$ cat src/rtl/hack_pkg.sv
// Shared constants for the Hack ALU arbiter: ALU control encodings and FSM states.
// Latency: n/a (types and constants only).
// Backpressure: n/a.
package hack_pkg;

  // Control word is {zx,nx,zy,ny,f,no}, MSB first
  localparam int CTRL_W = 6;

  localparam logic [CTRL_W-1:0] ALU_ADD    = 6'b000010;
  localparam logic [CTRL_W-1:0] ALU_SUB_XY = 6'b010011;
  localparam logic [CTRL_W-1:0] ALU_AND    = 6'b000000;
  localparam logic [CTRL_W-1:0] ALU_ONE    = 6'b111111;
  localparam logic [CTRL_W-1:0] ALU_NEG1   = 6'b111010;

  typedef enum logic [1:0] {
    ST_IDLE = 2'd0,
    ST_EXEC = 2'd1,
    ST_RESP = 2'd2
  } arb_state_t;

endpackage

$ cat src/rtl/hack_alu.sv
// Combinational Hack ALU: zero/invert each operand, add or AND, optional output invert.
// Latency: 0 cycles (pure combinational).
// Backpressure: none; output follows inputs.
module hack_alu #(
  parameter int WIDTH = 16
) (
  input  logic [WIDTH-1:0] x_i,
  input  logic [WIDTH-1:0] y_i,
  input  logic             zx_i,
  input  logic             nx_i,
  input  logic             zy_i,
  input  logic             ny_i,
  input  logic             f_i,
  input  logic             no_i,
  output logic [WIDTH-1:0] out_o,
  output logic             zr_o,
  output logic             ng_o
);

  logic [WIDTH-1:0] xs;
  logic [WIDTH-1:0] ys;
  logic [WIDTH-1:0] fo;

  // Operand conditioning, function select (carry out of the adder is dropped), output invert
  always_comb begin
    xs = zx_i ? '0 : x_i;
    xs = nx_i ? ~xs : xs;
    ys = zy_i ? '0 : y_i;
    ys = ny_i ? ~ys : ys;
    fo = f_i ? (xs + ys) : (xs & ys);
    out_o = no_i ? ~fo : fo;
    zr_o  = (out_o == '0);
    ng_o  = out_o[WIDTH-1];
  end

endmodule

$ cat src/rtl/hack_alu_arbiter.sv
// Round-robin arbiter sharing one Hack ALU among NREQ valid/ack requesters.
// Latency: ack high in the 2nd cycle after the capture edge; one op per 3 cycles.
// Backpressure: requesters hold req_valid/operands until acked; new requests wait for IDLE.
module hack_alu_arbiter
  import hack_pkg::*;
#(
  parameter int NREQ  = 4,
  parameter int WIDTH = 16,
  parameter int IDW   = 2
) (
  input  logic                     clk,
  input  logic                     reset,
  input  logic [NREQ-1:0]          req_valid,
  input  logic [NREQ*WIDTH-1:0]    req_x,
  input  logic [NREQ*WIDTH-1:0]    req_y,
  input  logic [NREQ*CTRL_W-1:0]   req_ctrl,
  output logic [NREQ-1:0]          resp_ack,
  output logic [WIDTH-1:0]         resp_out,
  output logic                     resp_zr,
  output logic                     resp_ng,
  output logic [IDW-1:0]           gnt_id,
  output logic                     busy
);

  arb_state_t        state_q;
  logic [IDW-1:0]    rr_ptr_q;
  logic [IDW-1:0]    rr_ptr_d;
  logic [IDW-1:0]    gnt_q;
  logic [IDW-1:0]    sel_d;
  logic              busy_q;
  logic [NREQ-1:0]   ack_q;
  logic [WIDTH-1:0]  out_q;
  logic              zr_q;
  logic              ng_q;
  logic [WIDTH-1:0]  x_q;
  logic [WIDTH-1:0]  y_q;
  logic [CTRL_W-1:0] ctrl_q;

  logic [WIDTH-1:0]  alu_out;
  logic              alu_zr;
  logic              alu_ng;

  // First set bit at or above ptr, wrapping to 0; result is don't-care when v is empty
  function automatic logic [IDW-1:0] rr_pick(input logic [NREQ-1:0] v, input logic [IDW-1:0] ptr);
    logic [IDW-1:0] sel;
    logic           found;
    int             idx;
    sel   = '0;
    found = 1'b0;
    for (int k = 0; k < NREQ; k++) begin
      idx = (int'(ptr) + k) % NREQ;
      if (!found && v[idx[IDW-1:0]]) begin
        sel   = idx[IDW-1:0];
        found = 1'b1;
      end
    end
    return sel;
  endfunction

  // Winner selection and the pointer that makes the just-served requester lowest priority
  always_comb begin
    sel_d    = rr_pick(req_valid, rr_ptr_q);
    rr_ptr_d = (gnt_q == IDW'(NREQ - 1)) ? '0 : gnt_q + IDW'(1);
  end

  // The ALU only ever sees captured operands, so requesters may change inputs after capture
  hack_alu #(.WIDTH(WIDTH)) u_alu (
    .x_i  (x_q),
    .y_i  (y_q),
    .zx_i (ctrl_q[5]),
    .nx_i (ctrl_q[4]),
    .zy_i (ctrl_q[3]),
    .ny_i (ctrl_q[2]),
    .f_i  (ctrl_q[1]),
    .no_i (ctrl_q[0]),
    .out_o(alu_out),
    .zr_o (alu_zr),
    .ng_o (alu_ng)
  );

  // Arbiter FSM: IDLE captures a winner, EXEC registers the result, RESP carries the ack
  always_ff @(posedge clk or posedge reset) begin
    if (reset) begin
      state_q  <= ST_IDLE;
      rr_ptr_q <= '0;
      gnt_q    <= '0;
      busy_q   <= 1'b0;
      ack_q    <= '0;
      out_q    <= '0;
      zr_q     <= 1'b0;
      ng_q     <= 1'b0;
      x_q      <= '0;
      y_q      <= '0;
      ctrl_q   <= '0;
    end else begin
      case (state_q)
        ST_IDLE: begin
          ack_q <= '0;
          if (|req_valid) begin
            gnt_q   <= sel_d;
            x_q     <= req_x[sel_d*WIDTH +: WIDTH];
            y_q     <= req_y[sel_d*WIDTH +: WIDTH];
            ctrl_q  <= req_ctrl[sel_d*CTRL_W +: CTRL_W];
            busy_q  <= 1'b1;
            state_q <= ST_EXEC;
          end
        end
        ST_EXEC: begin
          out_q   <= alu_out;
          zr_q    <= alu_zr;
          ng_q    <= alu_ng;
          ack_q   <= NREQ'(1) << gnt_q;
          state_q <= ST_RESP;
        end
        ST_RESP: begin
          ack_q    <= '0;
          rr_ptr_q <= rr_ptr_d;
          busy_q   <= 1'b0;
          state_q  <= ST_IDLE;
        end
        default: begin
          ack_q   <= '0;
          busy_q  <= 1'b0;
          state_q <= ST_IDLE;
        end
      endcase
    end
  end

  assign resp_ack = ack_q;
  assign resp_out = out_q;
  assign resp_zr  = zr_q;
  assign resp_ng  = ng_q;
  assign gnt_id   = gnt_q;
  assign busy     = busy_q;

endmodule

$ cat config.mk
export PLATFORM = sky130hd
export DESIGN_NAME = hack_alu_arbiter
export DESIGN_NICKNAME = d
export VERILOG_FILES = /design/src/rtl/hack_pkg.sv /design/src/rtl/hack_alu.sv /design/src/rtl/hack_alu_arbiter.sv
export SDC_FILE = /design/constraint.sdc
export NUM_CORES = 1
export LEC_CHECK = 0
export CORE_UTILIZATION = 47
export DETAILED_ROUTE_END_ITERATION = 16
export HOLD_SLACK_MARGIN = 0.12
export PLACE_DENSITY = 0.89
export SLEW_MARGIN = 25
export SYNTH_ARGS = -nofsm -noshare
export SYNTH_HDL_FRONTEND = slang
export SYNTH_SLANG_ARGS = --single-unit
$ cat constraint.sdc
create_clock -name clk -period 4.8 [get_ports clk]
set_input_delay 0.96 -clock clk [delete_from_list [all_inputs] [get_ports clk]]
set_output_delay 0.96 -clock clk [all_outputs]
set_load 0.02 [all_outputs]
### Word-level counts from Yosys, hierarchy flattened

Cells that the tools add are included.

* register bits after elaboration: 67
* output and inout bits: 25

* add/subtract/negate cells: 5
* multipliers: 1
* magnitude comparators: 4
* equal/unequal tests: 4
* shift operators: 4
* mux-type cells: 27
* bitwise logic cells: 5
* reduce and logical (&&, ||, !) cells: 11

Operator list (number)
* 64-bit by 7-bit variable part select with 16-bit output: 2
* 16-bit two-way mux: 6
* 16-bit NOT: 3
* 24-bit by 6-bit variable part select with 6-bit output: 1
* 16-bit adder: 1
* 16-bit bitwise AND: 1
* 16-bit logical NOT: 1
* 2-bit by 3-bit < comparator with 1-bit output (second input constant): 4
* 2-bit two-way mux: 6
* 1-bit binary-select mux with 2-bit select: 4
* 1-bit two-way mux: 8
* 2-bit by 1-bit adder with 2-bit output (second input constant): 2
* 2-bit adder (second input constant): 2
* 2-bit == test (second input constant): 2
* 2-bit by 2-bit multiplier with 4-bit output (second input constant): 1
* 4-bit two-way mux: 1
* 2-bit case mux with 2 select lines: 1
* 2-bit AND reduction: 2
* 4-bit OR reduction: 1
* 1-bit by 2-bit << shifter with 4-bit output (first input constant): 1
* 1-bit logical AND: 3
* 1-bit logical NOT: 3
* 2-bit by 1-bit == test with 1-bit output (second input constant): 1
* 2-bit logical NOT: 1
* 3 further kinds: 3

### Longest topological paths before layout

* word-level depth: 14
* gate-level depth with buffers: 12
* gate-level depth less buffers: 12

### By module

Synthesis repeated with hierarchy kept, for this count alone.

* cells, all modules: 566
* area, all modules: 5397.7 sq um

Modules (own cells, without submodules)
* hack_alu_arbiter: times used 1, cells each 299, area an instance 3490.8 sq um, seq. area each 1676.6 sq um
* hack_alu: times used 1, cells each 267, area an instance 1906.8 sq um, seq. area each 0.0 sq um

### Least setup slack after synthesis

Ideal clock, no wire load.

* kind: flip-flop to flip-flop
* start: register ctrl_q[4]
* end: register zr_q (netlist: resp_zr)
* data arrival time: 3268 ps
* setup slack: 1440 ps
* cell stages (with the launch flop): 13
* cell sequence: dfrtp_1 -> clkbuf_1 -> clkbuf_1 -> xnor2_1 -> fa_1 -> a21o_1 -> a21oi_1 -> xnor2_1 -> mux2i_1 -> or4b_1 -> mux2i_1 -> nand4_1 -> o31ai_2

* word-level cells in the longest chain between the ends: 6
* elaborated cells on any way between the ends: 7
* classes of those cells: add/sub: 1; mux: 3; bitwise: 2; reduce/logical: 1

Ends and longest elaborated chain
* from (decl): line hack_alu_arbiter.sv:37 `logic [CTRL_W-1:0] ctrl_q;`
* from (signal assigned): line hack_alu_arbiter.sv:103 `ctrl_q <= req_ctrl[sel_d*CTRL_W +: CTRL_W];`
* 16-bit two-way mux (*): line hack_alu.sv:27 `xs = nx_i ? ~xs : xs;`
* 16-bit adder or 16-bit bitwise AND (tied branches): line hack_alu.sv:30 `fo = f_i ? (xs + ys) : (xs & ys);`
* 16-bit two-way mux (*): line hack_alu.sv:30
* 16-bit NOT: line hack_alu.sv:31 `out_o = no_i ? ~fo : fo;`
* 16-bit two-way mux (*): line hack_alu.sv:31
* 16-bit logical NOT (*): line hack_alu.sv:32 `zr_o = (out_o == '0);`
* to (signal assigned): line hack_alu_arbiter.sv:110 `zr_q <= alu_zr;`
* to (decl): line hack_alu_arbiter.sv:33 `logic zr_q;`

Every way passes the cells marked *; elsewhere a longest branch is shown, timed or not.
A chain may end at the register's enable or synchronous reset.

### Worst setup path after layout

* start: register ctrl_q[2]
* end: register zr_q (netlist: resp_zr)

* word-level cells in the longest chain between the ends: 6
* elaborated cells on any way between the ends: 7
* classes of those cells: add/sub: 1; mux: 3; bitwise: 2; reduce/logical: 1

Ends and longest elaborated chain
* 16-bit two-way mux (*): line hack_alu.sv:29 `ys = ny_i ? ~ys : ys;`
* 16-bit adder or 16-bit bitwise AND (tied branches): line hack_alu.sv:30
* 16-bit two-way mux (*): line hack_alu.sv:30
* 16-bit NOT: line hack_alu.sv:31
* 16-bit two-way mux (*): line hack_alu.sv:31
* 16-bit logical NOT (*): line hack_alu.sv:32

Marked as above.

==> impl_summary.md <==
Status
The flow ran to the end, and the final reports show no timing, DRC or antenna violations.

Worst setup path
The minimum setup slack among reg-to-reg paths is 1.24 ns. The critical-path cell with the highest stage delay is dfrtp_1. The category of the critical setup timing path is reg -> reg. In this design, the stage delay of the slowest critical-path cell is 0.86 ns.

The endpoint class of the critical path is a flip-flop. The number of buffers and inverters on the critical path is 0. The maximum net fanout on the critical path is 17. For the worst setup path, the data required time is 5.05 ns. STA classifies the critical path startpoint as a flip-flop. Counting stages on the worst path, the most repeated cell is mux2i_1.

The category of cells accounting for the largest share of critical-path delay is flip-flops. Data arrives at the worst endpoint at 3.81 ns. The critical path goes through xnor2_1 -> ha_1 -> fa_1 -> a211oi_2 -> o21ai_1 -> xor2_1 -> mux2i_1 -> or4b_1 -> mux2i_1 -> nand4_1 -> o31ai_2.

Clock tree
The worst-case clock buffer depth is 2. The CTS tree is built. The clock latency reported for the late side of the worst-skew pair is 0.33 ns. In this run the number of H-tree levels came out at 3. For this design, the CTS-stage hold fixing added 0 buffers. After clock tree synthesis, the clock-pin slew on the worst setup and hold paths is 0.05 ns. The quantity of gates resized following cts is 0. The clock net sink count is 66. The number of clock buffers added by TritonCTS is 9. Clock tree synthesis selected as its root buffer the cell clkbuf_16. The post-CTS setup buffer count is 0.

Placement
The placed instances occupy a cell area of 7240 sq um. The worst setup slack before clock tree synthesis is 1.29 ns. Input and output buffers added on the ports amount to 182. The congestion estimate from routability-driven global placement came to between 0.8 and 0.9. Detailed placement ended at an HPWL of 11,100 um. In this run, placement finished with an instance count of 1,032.

Synthesis
The fraction of synthesized cell area taken by the top area cell type is 0.309. In the post-synthesis netlist, the biggest area contributors are dfrtp_1 31%, nand2_1 18%, o21ai_0 8.5%, xnor2_1 6.9%, ha_1 4.7%. For this run, the number of Yosys warnings is 0. The cell count after synthesis is 750. In this run, synthesis produced a sequential element count of 66. The number of enable flip-flop cells after synthesis is 0.

The part of the Yosys area used for sequential elements is 0.309. The largest total area in the synthesized netlist belongs to dfrtp_1. The netlist area before placement is 5340 sq um. Counting flops with an async set or reset pin after synthesis yields a share of 1.00. For this run, the leading register cell type out of synthesis is dfrtp_1. When the netlist entered floorplanning its net count stood at just over 900. The count of cell types in the netlist is 58.

The mean cell area of the mapped netlist is around 7.1 sq um.

Flow run
The max-cap violation count is 0.

Timing
The tightest hold path in the finished design has a slack of 0.471 ns. For the final database, setup skew stands at between 0.008 and 0.009 ns. The worst-margin pin slew is 0.946 ns.

The peak clock frequency supported by timing is 0.281 GHz. In the finished design, the share of the clock period the worst path needs comes to 0.742. The final count of pins violating max slew is 0.

The worst path in the final design needs a cycle of 3.56 ns, including I/O delays and setup. Setup repair after global routing left no endpoint under its margin. The final count of hold timing violations was 0. Across all setup checks in the final design, the least slack found is 1.24 ns. In this run the tightest slew margin relative to its limit is 0.369.

The number of setup violations in the final report is 0. Adding up every negative setup slack in the final design gives 0 ns.

Power and ir drop
The analysis attributes to cell leakage a power of 3.32 nW. VDD sags by at most between 0.5 and 0.6 mV. The total power is 6.72 mW. For this design the ratio of total power to cell area is 886 nW/um^2.

Global route
The number of global-route vias before repair is ~5,300. The initial antenna violation count is 0. The final global-route overflow total is 0. The global-route wire length before repair is 24,700 um.

The maximum number of pins on one net before global-route repair is 78. The total global-route track usage is 0.266.

Final layout
The final design instance area without fill is 7590 sq um. The diode insertion count for antenna repair is 0. The relative area change from synthesis to final layout is 42.0%.

In the final layout, the share of cells above drive strength 1 is 0.0430. The filler-free cell count of the finished design is 1,048. The count of fill cells added during filler insertion is 876. In the final design database the tool counted 1,082 nets.

For this run, the share of the core covered by cells in the final layout is 0.694.

Die
The area of the die is 11,800 sq um. The core outline area is ~11,000 sq um. The floorplan has 38 rows. The height of the chip is about 110 um. The initial utilization of the core area, before any placement, comes to 0.489. The horizontal die dimension is 109 um. The I/O pin count is around 180.

Route
After detailed routing, the number of remaining DRC violations is 0. Summed over all layers, the routed wires come to about 15,000 um. After the first detailed-routing iteration, the DRC count stood at 301. The first detailed-routing pass took 5 iterations. After detailed routing, the average wire length per cell comes to 14.0 um.

The overall via count from detail_route is 5,536. After detailed routing, the number of vias per cell comes to 5.28. The residual antenna-violating net count after detailed routing is 0.

Hold path
The type of the most critical hold path is reg -> reg.
sequential cells by signal, indices dropped and copies added, names as in the netlist:
signal    cells
ctrl_q        6
gnt_id        2
resp_zr       1
rr_ptr_q      2
resp_out     16
resp_ack      4
state_q       2
y_q          16
x_q          16
busy          1
cells in the final DEF (no fill, tap or decap), types with 14 or more instances in the layout:
cell | Yosys | layout
xnor2_1 | 42 | 42
clkdlybuf4s50_1 | 0 | 182
ha_1 | 20 | 20
nand2_1 | 258 | 258
xor2_1 | 15 | 15
o21ai_0 | 91 | 91
nand2b_1 | 35 | 35
dfrtp_1 | 66 | 66
nor2_1 | 17 | 17
nand3_1 | 42 | 42
a21oi_1 | 14 | 14
kinds of logic after synthesis:
group	count (synthesis)	share of synthesized area
AO/OA/AOI/OAI	153	0.173
XOR/XNOR	57	0.0934
adder cells (fa/ha/maj)	21	0.0506
buffers and inverters	61	0.0438
flip-flops	66	0.309
multiplexers	11	0.0208
AND/OR/NAND/NOR	381	0.310
Yosys cell counts (all sizes together) (5+ instances only):
| master | instances |
|---|---|
| xnor2 | 42 |
| nand2b | 35 |
| xor2 | 15 |
| dfrtp | 66 |
| o211ai | 6 |
| nor3 | 9 |
| nand2 | 258 |
| buf | 6 |
| o21ai | 97 |
| a21oi | 15 |
| clkbuf | 42 |
| and2 | 5 |
| nor2 | 17 |
| mux2i | 10 |
| nand3 | 43 |
| a211oi | 5 |
| inv | 12 |
| ha | 20 |
layout make-up:
| class | count | area, sq um | share of cell area |
|---|---|---|---|
| multi-input combinational | 623 | 3490 | 0.460 |
| timing repair buffer | 190 | 1880 | 0.248 |
| sequential | 66 | 1650 | 0.218 |
| clock buffer | 10 | 229 | 0.0302 |
| tap | 140 | 175 | 0.0231 |
| clock inverter | 6 | 115 | 0.0152 |
| inverter | 13 | 48.8 | 0.00643 |
final timing paths:
path                                to  cells after the start   startpoint
min in group asynchronous  resp_ack[0]                      2        reset
max                            resp_zr                     11    ctrl_q[2]
max in group asynchronous       x_q[5]                      3        reset
max reg2reg                    resp_zr                     11    ctrl_q[2]
min reg2reg                resp_out[7]                      2  resp_out[7]
min                        resp_out[7]                      2  resp_out[7]
worst register-to-register path, delay by kind of cell (launching register included):
| family | cells | cell delay, ns |
|---|---|---|
| AO/OA/AOI/OAI | 3 | 0.63 |
| XOR/XNOR | 2 | 0.33 |
| adder cells (fa/ha/maj) | 2 | 0.72 |
| flip-flops | 1 | 0.86 |
| multiplexers | 2 | 0.31 |
| AND/OR/NAND/NOR | 2 | 0.64 |
metal layers:
| layer | track usage | part of all wire |
|---|---|---|
| met1 | 0.326 | 0.42 |
| met2 | 0.465 | 0.50 |
| met3 | 0.0484 | 0.058 |
| met4 | 0.0994 | 0.024 |
| met5 | 0 | 0 |
power by group:
part	switching [mW]	internal (mW)	total (mW)
clock	0.249	0.509	0.758
combinational	2.78	2.09	4.87
sequential	0.252	0.838	1.09
Power figures use the tool's default switching activity.
